File: config.mk
export PLATFORM = sky130hd
export DESIGN_NAME = acc_out_fifo_flat
export DESIGN_NICKNAME = d
export VERILOG_FILES = /design/src/rtl/acc_out_fifo_pkg.sv /design/src/rtl/acc_out_fifo_if.sv /design/src/rtl/acc_out_fifo_sync_fifo.sv /design/src/rtl/acc_out_fifo.sv /design/src/flat_wrapper.sv
export SDC_FILE = /design/constraint.sdc
export NUM_CORES = 1
export LEC_CHECK = 0
export ABC_AREA = 1
export BUFFER_PORTS_ARGS = -buffer_cell sky130_fd_sc_hd__buf_2
export CAP_MARGIN = 40
export CORE_MARGIN = 2
export CORE_UTILIZATION = 58
export CTS_CLUSTER_SIZE = 20
export DETAILED_ROUTE_END_ITERATION = 10
export PLACE_DENSITY_LB_ADDON = 0.08
export SLEW_MARGIN = 10
export SYNTH_ARGS = -nofsm -noshare
export SYNTH_HDL_FRONTEND = slang
export SYNTH_SLANG_ARGS = --single-unit
export TNS_END_PERCENT = 50
File: constraint.sdc
create_clock -name clk -period 3.1 [get_ports clk]
set_clock_uncertainty 0.05 [all_clocks]
set_input_delay 0.775 -clock clk [delete_from_list [all_inputs] [get_ports clk]]
set_output_delay 0.775 -clock clk [all_outputs]
set_load 0.02 [all_outputs]
File: src/rtl/acc_out_fifo_pkg.sv
// acc_out_fifo_pkg: shared widths and default depth for the accumulator output path
package acc_out_fifo_pkg;
  localparam int ACC_WIDTH = 8;
  localparam int FIFO_DEPTH = 4;
endpackage

File: src/rtl/acc_out_fifo_if.sv
// acc_out_fifo_if: accumulator capture inputs and sink handshake of the output FIFO
interface acc_out_fifo_if
  import acc_out_fifo_pkg::*;
#(
  parameter int DATA_WIDTH = ACC_WIDTH,
  parameter int DEPTH = FIFO_DEPTH
);
  logic [DATA_WIDTH-1:0] acc;
  logic acc_ce;
  logic ovf_clr;
  logic [DATA_WIDTH-1:0] out_data;
  logic out_valid;
  logic out_ready;
  logic [$clog2(DEPTH):0] count;
  logic overflow;
  modport master (
    output acc, acc_ce, ovf_clr, out_ready,
    input out_data, out_valid, count, overflow
  );
  modport slave (
    input acc, acc_ce, ovf_clr, out_ready,
    output out_data, out_valid, count, overflow
  );
endinterface

File: src/rtl/acc_out_fifo_sync_fifo.sv
// acc_out_fifo_sync_fifo: show-ahead synchronous FIFO that keeps the last popped word visible when empty
module acc_out_fifo_sync_fifo #(
  parameter int DATA_WIDTH = 8,
  parameter int DEPTH = 4
) (
  input  logic clk,
  input  logic rst,
  input  logic push_i,
  input  logic pop_i,
  input  logic [DATA_WIDTH-1:0] din_i,
  output logic [DATA_WIDTH-1:0] dout_o,
  output logic full_o,
  output logic empty_o,
  output logic [$clog2(DEPTH):0] count_o
);
  localparam int AW = $clog2(DEPTH);
  logic [DATA_WIDTH-1:0] mem_q [DEPTH];
  logic [DATA_WIDTH-1:0] last_q;
  logic [AW-1:0] wr_ptr_q, rd_ptr_q;
  logic [AW:0] count_q;
  logic do_pop, do_push;
  assign empty_o = count_q == '0;
  assign full_o = count_q == (AW+1)'(DEPTH);
  assign do_pop = pop_i & !empty_o;
  assign do_push = push_i & (!full_o | do_pop);
  assign dout_o = empty_o ? last_q : mem_q[rd_ptr_q];
  assign count_o = count_q;
  // storage: a push while full is only allowed when the head leaves in the same cycle
  always_ff @(posedge clk)
    if (do_push) mem_q[wr_ptr_q] <= din_i;
  // pointers wrap modulo DEPTH; last_q keeps the popped head for the empty case
  always_ff @(posedge clk or posedge rst)
    if (rst) begin
      wr_ptr_q <= '0;
      rd_ptr_q <= '0;
      count_q <= '0;
      last_q <= '0;
    end else begin
      if (do_push) wr_ptr_q <= wr_ptr_q + AW'(1);
      if (do_pop) begin
        rd_ptr_q <= rd_ptr_q + AW'(1);
        last_q <= mem_q[rd_ptr_q];
      end
      count_q <= count_q + (AW+1)'(do_push) - (AW+1)'(do_pop);
    end
endmodule

File: src/rtl/acc_out_fifo.sv
// acc_out_fifo: captures each accumulator write one cycle after acc_ce and queues it for a valid/ready sink
module acc_out_fifo
  import acc_out_fifo_pkg::*;
#(
  parameter int DATA_WIDTH = ACC_WIDTH,
  parameter int DEPTH = FIFO_DEPTH,
  parameter int CHANGE_FILTER = 1
) (
  input logic clk,
  input logic rst,
  acc_out_fifo_if.slave bus
);
  logic [DATA_WIDTH-1:0] last_q;
  logic acc_ce_d_q, have_last_q, overflow_q, overflow_d;
  logic push_req, pop, drop, full, empty;
  assign push_req = acc_ce_d_q & (CHANGE_FILTER == 0 || !have_last_q || bus.acc != last_q);
  assign pop = !empty & bus.out_ready;
  assign drop = push_req & full & !pop;
  assign overflow_d = drop | (overflow_q & !bus.ovf_clr);
  assign bus.out_valid = !empty;
  assign bus.overflow = overflow_q;
  acc_out_fifo_sync_fifo #(.DATA_WIDTH(DATA_WIDTH), .DEPTH(DEPTH)) u_fifo (
    .clk(clk),
    .rst(rst),
    .push_i(push_req),
    .pop_i(pop),
    .din_i(bus.acc),
    .dout_o(bus.out_data),
    .full_o(full),
    .empty_o(empty),
    .count_o(bus.count)
  );
  // acc is only valid the cycle after acc_ce, so delay the strobe; remember every requested value for the filter
  always_ff @(posedge clk or posedge rst)
    if (rst) begin
      acc_ce_d_q <= 1'b0;
      last_q <= '0;
      have_last_q <= 1'b0;
      overflow_q <= 1'b0;
    end else begin
      acc_ce_d_q <= bus.acc_ce;
      overflow_q <= overflow_d;
      if (push_req) begin
        last_q <= bus.acc;
        have_last_q <= 1'b1;
      end
    end
endmodule

File: src/flat_wrapper.sv
// flat-port wrapper written by rule: the top's interface ports become plain ports
module acc_out_fifo_flat import acc_out_fifo_pkg::*;
#(
  parameter int DATA_WIDTH = ACC_WIDTH,
  parameter int DEPTH = FIFO_DEPTH,
  parameter int CHANGE_FILTER = 1
)
  (clk, rst, bus_acc, bus_acc_ce, bus_ovf_clr, bus_out_ready, bus_out_data, bus_out_valid, bus_count, bus_overflow);
  acc_out_fifo_if #(.DATA_WIDTH(DATA_WIDTH), .DEPTH(DEPTH)) bus_i ();
  input logic clk;
  input logic rst;
  input wire logic [$bits(bus_i.acc)-1:0] bus_acc;
  input wire logic [$bits(bus_i.acc_ce)-1:0] bus_acc_ce;
  input wire logic [$bits(bus_i.ovf_clr)-1:0] bus_ovf_clr;
  input wire logic [$bits(bus_i.out_ready)-1:0] bus_out_ready;
  output wire logic [$bits(bus_i.out_data)-1:0] bus_out_data;
  output wire logic [$bits(bus_i.out_valid)-1:0] bus_out_valid;
  output wire logic [$bits(bus_i.count)-1:0] bus_count;
  output wire logic [$bits(bus_i.overflow)-1:0] bus_overflow;
  assign bus_i.acc = bus_acc;
  assign bus_i.acc_ce = bus_acc_ce;
  assign bus_i.ovf_clr = bus_ovf_clr;
  assign bus_i.out_ready = bus_out_ready;
  assign bus_out_data = bus_i.out_data;
  assign bus_out_valid = bus_i.out_valid;
  assign bus_count = bus_i.count;
  assign bus_overflow = bus_i.overflow;
  acc_out_fifo #(.DATA_WIDTH(DATA_WIDTH), .DEPTH(DEPTH), .CHANGE_FILTER(CHANGE_FILTER)) u_core (.clk(clk), .rst(rst), .bus(bus_i));
endmodule
Word-level counts from Yosys, hierarchy flattened. Memories as Yosys holds them, arrays and structs flattened. Index checks and enable logic that the tools add are counted.

RAM bits: 32. Flip-flop bits (word level): 26. Output and inout port bits: 13. Memories kept: 1.

Reduce and logical (&&, ||, !) cells: 7. Muxes and demuxes: 3. Bitwise operators: 9. Equality and inequality tests: 2. $add $sub $neg: 4.

Memories: u_core.u_fifo.mem_q (words 4, width 8, rd ports 1, clocked after Yosys merged registers in 0, wr ports 1, RTL line acc_out_fifo_sync_fifo.sv:17) `logic [DATA_WIDTH-1:0] mem_q [DEPTH];`.

Operator list (count): 8-bit two-way mux (1); 8-bit != test (1); 1-bit AND (7); 1-bit logical NOT (5); 2-bit by 1-bit adder with 2-bit output (second input constant) (2); 3-bit by 1-bit adder with 3-bit output (1); 3-bit == test (second input constant) (1); 3-bit logical NOT (1); 3-bit by 1-bit subtractor with 3-bit output (1); 1-bit two-way mux (2); 1-bit OR (2); 1-bit logical OR (1).

Longest topological paths before layout. Gate-level depths: netlist of the first run.

Depth after elaboration: 8. Depth in mapped cells: 14. Gate-level depth less buffers: 14.

By module. Synthesis of the first run repeated with hierarchy kept, for this count alone.

Cell total of the unflattened synthesis: 282. Area, all modules: 2707.6 µm².

Modules (own cells, without submodules): acc_out_fifo_sync_fifo (sequential area each 1336.3 µm², area an instance 2083.2 µm², instances 1, cells each 195); acc_out_fifo (sequential area each 275.3 µm², area an instance 624.3 µm², instances 1, cells each 87).

Worst setup path before layout of the first run. Ideal clock, no wire load.

Path kind: input port to flip-flop. Start: in bus_acc[1]. End: reg u_core.u_fifo.count_q[2], in the netlist u_core.u_fifo.count_o[2]. Data required time: 2.918 ns. Arrival: 2.412 ns. Slack: 0.506 ns. Stages: 11. Setup time: 0.132 ns. Buffers on the path: 0. Cells stage by stage: inv_1 o211ai_1 nor2_1 nand2_4 nand3_2 ha_1 inv_1 ha_1 fa_1 xnor2_1 xor2_1.

Word-level cells in the longest chain between the ends: 6.

RTL lines: from (decl) (RTL line flat_wrapper.sv:12) `input wire logic [$bits(bus_i.acc)-1:0] bus_acc;`; 8-bit != test (RTL line acc_out_fifo.sv:16) `assign push_req = acc_ce_d_q & (CHANGE_FILTER == 0 || !have_last_q || bus.acc != last_q);`; 1-bit logical OR (RTL line acc_out_fifo.sv:16); 1-bit AND (RTL line acc_out_fifo.sv:16); 1-bit AND (RTL line acc_out_fifo_sync_fifo.sv:25) `assign do_push = push_i & (!full_o | do_pop);`; 3-bit by 1-bit adder with 3-bit output (RTL line acc_out_fifo_sync_fifo.sv:44) `count_q <= count_q + (AW+1)'(do_push) - (AW+1)'(do_pop);`; 3-bit by 1-bit subtractor with 3-bit output (RTL line acc_out_fifo_sync_fifo.sv:44); to (signal assigned) (RTL line acc_out_fifo_sync_fifo.sv:44); to (decl) (RTL line acc_out_fifo_sync_fifo.sv:20) `logic [AW:0] count_q;`.

No other way between the ends. A chain may end at the register's enable or synchronous reset.

Worst setup path after layout of the first run.
Start: reg u_core.u_fifo.rd_ptr_q[0]. End: out bus_out_data[4].

Word-level cells in the longest chain between the ends: 2.

RTL lines: from (decl) (RTL line acc_out_fifo_sync_fifo.sv:19) `logic [AW-1:0] wr_ptr_q, rd_ptr_q;`; from (signal assigned) (RTL line acc_out_fifo_sync_fifo.sv:41) `rd_ptr_q <= rd_ptr_q + AW'(1);`; memory 4 x 8 bit; 8-bit two-way mux (RTL line acc_out_fifo_sync_fifo.sv:26) `assign dout_o = empty_o ? last_q : mem_q[rd_ptr_q];`; to (decl) (RTL line flat_wrapper.sv:16) `output wire logic [$bits(bus_i.out_data)-1:0] bus_out_data;`.

No other way between the ends.

==> results of run 1 <==
==> registers in the layout, summed over array words and instances (netlist names) <==
register                cells
u_core.acc_ce_d_q           1
u_core.bus.overflow         1
u_core.have_last_q          1
u_core.u_fifo.wr_ptr_q      2
u_core.u_fifo.mem_q        32
u_core.u_fifo.rd_ptr_q      2
u_core.u_fifo.count_o       3
u_core.u_fifo.last_q        8
u_core.last_q               8
==> synth_stat cells, types with 3 or more instances <==
cell type,n
edfxtp_1,32
ha_1,6
nand2_4,3
a32o_1,8
o21ai_0,18
xnor2_1,3
nand3_1,3
nand4_1,3
a21oi_1,9
dfrtp_1,26
buf_6,5
inv_1,27
nor2_1,9
nand2_1,69
o21ai_1,5
==> layout make-up <==
class / count / area share
Clock inverter: 2 / 0.00344
Timing Repair Buffer: 30 / 0.0559
Inverter: 29 / 0.0374
Tap cell: 52 / 0.0224
Sequential cell: 58 / 0.554
Clock buffer: 14 / 0.0593
Multi-Input combinational cell: 144 / 0.268
==> worst max-delay path by stage <==
| stage | slack, ns | end | start |
|---|---|---|---|
| 2_1_floorplan | 0.51 | u_core.u_fifo.count_o[2] | bus_acc[1] |
| 3_3_place_gp | 0.29 | u_core.u_fifo.count_o[2] | bus_acc[5] |
| 3_5_place_dp | 0.19 | u_core.u_fifo.count_o[2] | bus_acc[6] |
| 4_1_cts | 0.31 | bus_out_data[4] | u_core.u_fifo.rd_ptr_q[0] |
| 5_1_grt | 0.15 | bus_out_data[4] | u_core.u_fifo.rd_ptr_q[0] |
| 6_report | 0.34 | bus_out_data[4] | u_core.u_fifo.rd_ptr_q[0] |
==> cell families (layout without fill, tap and decap cells) <==
kind of cell             after synthesis  in the layout
adder cells (fa/ha/maj)                7              7
XOR/XNOR                               5              5
AND/OR/NAND/NOR                       91             91
flip-flops                            58             58
AO/OA/AOI/OAI                         41             41
buffers and inverters                 36             75
==> critical path: cells and delay by family (launching register included) <==
kind,cells,cell delay [ns]
AOI/OAI and AO/OA,2,0.39
buffers and inverters,2,0.52
DFF,1,0.59
and+or+nand+nor,1,0.11
==> power breakdown <==
group	internal, mW	switching (mW)	total, mW	leakage, nW
Clock	0.353	0.272	0.626	0.0965
Combinational	0.347	0.605	0.951	0.604
Sequential	1.01	0.128	1.14	0.605
Total	1.71	1.00	2.72	1.30
==> routing by layer <==
| metal | share of wire | wire length [um] | global-route usage |
|---|---|---|---|
| met1 | 0.46 | 2050 | 0.273 |
| met2 | 0.48 | 2130 | 0.326 |
| met3 | 0.038 | 171 | 0.0491 |
| met4 | 0.022 | 98 | 0.128 |
| met5 | 0 | 0 | 0 |
==> per-stage QoR <==
| step | utilization | worst slack, ns |
|---|---|---|
| 6_report | 0.678 | 0.337 |
| 5_1_grt | 0.678 | 0.151 |
| 4_1_cts | 0.678 | 0.315 |
| 3_5_place_dp | 0.635 | 0.194 |
| 3_3_place_gp | 0.635 | 0.287 |
| 2_1_floorplan | - | 0.506 |
==> results_dict.tcl, run 1 <==
set metrics [dict create \
    status "finished, final reports clean" \
    antenna_found_initial 0 \
    drt_iter0_drc 107 \
    final_common_cell "nand2_1" \
    die_w_um 70.5 \
    fin_crit_sh 0.891 \
    grt_max_degree 27 \
    netlist_area_mm2 0.00257 \
    drc 0 \
    drv_cap 0 \
    grt_pass1_wl_mm 7.71 \
    slowest_delay_ns 0.59 \
    cts_tree "built" \
    holdWs_ns 0.421 \
    synth_edf_count 32 \
    synth_cell_type_count 24 \
    clock-root-buffer "clkbuf_8" \
    hold_path_end "u_core.have_last_q" \
    synth.mux.area_fraction 0 \
    worstPathCellList "inv_2 > nand2_1 > a32o_1 > o21ai_0 > buf_2" \
    syn_nets 258 \
    syn_to_final_growth_pct 13.4 \
    initial_core_util 0.598 \
    synthSimpleGateAreaFrac 0.153 \
    pwr_density_cell_mw_per_mm2 934 \
    max_clock_freq_mhz 362 \
    worstMarginPinSlew_ns 0.569 \
    regArea_mm2 0.00161 \
    p_total_mw 2.72 \
    slowest_stage "dfrtp_1" \
    cts_sinks 58 \
    place_area_mm2 0.00273 \
    htreeDepth 3 \
    reg2reg_depth 11 \
    dieArea_mm2 0.00497 \
    wl_mm 4.45 \
    vias 1671 \
    crit_path_max_fanout 18 \
    ir_drop_v 0.000375 \
    cts_hold_buf 0 \
    port_buffers 25 \
    rsz0062_at_grt "no" \
    overflow 0 \
    min_from "u_core.have_last_q" \
    nFillCells 355 \
    gp_congestion 0.794 \
    firstDrtPassIters 4 \
    period_needed_ns 2.76 \
    synth_top_family_by_area "simple AND/OR/NAND/NOR gates" \
    min_path_type "reg2reg" \
    layout.nets 292 \
    crit_required_ns 2.27 \
    worst-setup-path-type "reg2out" \
    whs_path_depth 2 \
    endpoint_kind "output pin" \
    hold_viol 0 \
    vias_per_cell 5.08 \
    core_mm2 0.00429 \
    ys_seq_area_frac 0.628 \
    yosysTopAreaCell "edfxtp_1" \
    clockBufferDepth 2 \
    antenna_cells 0 \
    synth_cells 238 \
    power.leakage_nw 1.30 \
    startpoint_type "register" \
    slew_headroom 0.621 \
    slew_viol_final 0 \
    rrSetupSlack_ns 0.62 \
    num_rows 24 \
    synth_xor_area_frac 0.0171 \
    ctsResizeCount 0 \
    hpwlAfterDp_mm 3.03 \
    grt_usage 0.211 \
    synth-adder-area-share 0.0371 \
    syn_area_per_cell_um2 10.8 \
    numCtsBuffers 9 \
    synthDominantCellAreaShare 0.374 \
    yosys-top-cells-area "edfxtp_1 37%, dfrtp_1 25%, nand2_1 10%" \
    die_h_um 70.5 \
    path_clk_slew_ns 0.06 \
    synth_compound_area_frac 0.0965 \
    layout_common_cells "69 x nand2_1, 32 x edfxtp_1, 27 x inv_1, 26 x dfrtp_1, 25 x buf_2" \
    fin_tns_setup_ns 0 \
    cp_data_arrival_time_ns 1.94 \
    stdcell_area_mm2 0.00291 \
    routedWlPerCell_um 13.5 \
    antenna_left 0 \
    io-pin-count 26 \
    finalSetupViolations 0 \
    post-cts-setup-buffer-count 0 \
    rr_startpoint "u_core.u_fifo.count_o[1]" \
    post-place-cells 313 \
    yosys_warnings 0 \
    synthArstFlopShare 0.448 \
    multiInputGateArea_um2 779 \
    synth_flop_cell "edfxtp_1" \
    r2r_end "u_core.u_fifo.count_o[2]" \
    clk_latency_ns 0.33 \
    synth_seq_cells 58 \
    final_layout_size_suffix_gt1_frac 0.188 \
    instances_no_fill 329 \
    grt_pass1_vias 1630 \
]
No activity file was read; power rests on OpenSTA's default activity.
==> run 2, diff against run 1 <==
PLACE_DENSITY = 0.79   (was unset)
PLACE_DENSITY_LB_ADDON = unset   (was 0.08)
==> run 2 against run 1 <==
Global-route usage down 0.098 points. Clock-buffer cell count grew 1. Flip-flop and latch count unchanged. Cell count grew 0.30%. Clock power rose by 17%. Cell area is 1.4% higher. First-iteration DRC count is 31% lower. Die area unchanged. Non-clock buffer count rose by 1. Sequential power about the same. Largest cell class unchanged.
==> results_dict.tcl, run 2 (same netlist as run 1, synthesis figures left out) <==
set metrics [dict create \
    hpwlAfterDp_mm 3.07 \
    slew_headroom 0.608 \
    vias_per_cell 5.14 \
    drv_cap 0 \
    clk_latency_ns 0.33 \
    worstMarginPinSlew_ns 0.588 \
    r2r_end "u_core.u_fifo.count_o[2]" \
    dieArea_mm2 0.00497 \
    grt_max_degree 27 \
    syn_to_final_growth_pct 15.0 \
    period_needed_ns 2.78 \
    gp_congestion 0.777 \
    crit_required_ns 2.27 \
    regMostFlops "u_core.u_fifo.mem_q" \
    status "finished, final reports clean" \
    endpoint_kind "output pin" \
    crit_path_max_fanout 18 \
    pwr_density_cell_mw_per_mm2 959 \
    antenna_cells 0 \
    grt_pass1_wl_mm 7.72 \
    fin_util 0.687 \
    post-cts-setup-buffer-count 0 \
    largest_reg_flops 32 \
    final_layout_size_suffix_gt1_frac 0.191 \
    num_rows 24 \
    grt_usage 0.210 \
    hold_viol 0 \
    die_h_um 70.5 \
    drc 0 \
    cp_data_arrival_time_ns 1.95 \
    rr_startpoint "u_core.u_fifo.count_o[1]" \
    cts_tree "built" \
    whs_path_depth 2 \
    final_common_cell "nand2_1" \
    clockBufferDepth 2 \
    initial_core_util 0.598 \
    numCtsBuffers 9 \
    p_total_mw 2.83 \
    finalSetupViolations 0 \
    fin_tns_setup_ns 0 \
    max_clock_freq_mhz 360 \
    drt_iter0_drc 74 \
    grt_pass1_vias 1605 \
    reg2reg_depth 11 \
    ctsResizeCount 0 \
    startpoint_type "register" \
    ir_drop_v 0.000516 \
    layout_common_cells "69 x nand2_1, 32 x edfxtp_1, 27 x inv_1, 26 x dfrtp_1, 25 x buf_2" \
    port_buffers 25 \
    core_mm2 0.00429 \
    cts_hold_buf 0 \
    top_regs "u_core.u_fifo.mem_q x32, u_core.last_q x8, u_core.u_fifo.last_q x8" \
    slowest_delay_ns 0.60 \
    rrSetupSlack_ns 0.63 \
    htreeDepth 3 \
    io-pin-count 26 \
    power.leakage_nw 1.32 \
    slowest_stage "dfrtp_1" \
    cts_sinks 58 \
    vias 1695 \
    antenna_left 0 \
    min_path_type "reg2reg" \
    worstPathCellList "inv_2 > nand2_1 > a32o_1 > o21ai_0 > buf_2" \
    layout.nets 293 \
    clock-root-buffer "clkbuf_8" \
    antenna_found_initial 0 \
    worst-setup-path-type "reg2out" \
    wl_mm 4.47 \
    hold_path_end "u_core.have_last_q" \
    fin_crit_sh 0.896 \
    overflow 0 \
    holdWs_ns 0.406 \
    rsz0062_at_grt "no" \
    firstDrtPassIters 4 \
    min_from "u_core.have_last_q" \
    routedWlPerCell_um 13.5 \
    slew_viol_final 0 \
    die_w_um 70.5 \
    path_clk_slew_ns 0.06 \
]
-- run 2: changes by cell type in the layout (fill, tap and decap cells not counted), sizes merged --
cell and delta:
clkbuf +1, clkinv -2, buf +1, bufinv +1
-- run 2: worst max-delay path by stage --
stage / to / from / slack, ns / cells past startpoint
2_1_floorplan: u_core.u_fifo.count_o[2] / bus_acc[1] / 0.51 / 11
3_3_place_gp: u_core.u_fifo.count_o[2] / bus_acc[1] / 0.29 / 12
3_5_place_dp: u_core.u_fifo.count_o[2] / bus_acc[5] / 0.22 / 15
4_1_cts: bus_out_data[2] / u_core.u_fifo.rd_ptr_q[0] / 0.31 / 5
5_1_grt: bus_out_data[0] / u_core.u_fifo.rd_ptr_q[0] / 0.12 / 5
6_report: bus_out_data[0] / u_core.u_fifo.rd_ptr_q[0] / 0.32 / 5
-- run 2: where the power goes --
part	total, mW	switching [mW]	leakage, nW	internal (mW)
combinational	0.956	0.606	0.609	0.350
sequential	1.14	0.130	0.605	1.01
clock	0.733	0.273	0.110	0.460
-- run 2: worst max-delay path, delay by kind of cell (launching register included) --
| family | cells | cell delay [ns] |
|---|---|---|
| flip-flops | 1 | 0.60 |
| AND/OR/NAND/NOR | 1 | 0.10 |
| buffers and inverters | 2 | 0.52 |
| AO/OA/AOI/OAI | 2 | 0.40 |
-- run 2: cell type report --
type / count / area (um^2)
well taps: 52 / 65.1
clock inverters: 1 / 30.0
inverters: 29 / 109
flip-flops and latches: 58 / 1610
clock buffers: 15 / 186
fillers: 320 / 1340
multi-input cells: 144 / 779
repair buffers: 31 / 170
-- run 2: routing by layer --
layer  wire [um]  share of wire  GRT usage  up-vias
met5           0              0          0        -
met4          51          0.011     0.0769        0
met3         195          0.044     0.0736        6
met2        2200           0.49      0.321       30
met1        2030           0.45      0.281      799
li1            -              -          -      860
-- run 2: per-stage QoR --
step	std cells	cell area, um^2	setup WS, ns
floorplan	238	2570	0.506
global placement	314	2740	0.295
detailed placement	314	2740	0.217
CTS	330	2950	0.312
global route	330	2950	0.123
finish	330	2950	0.321
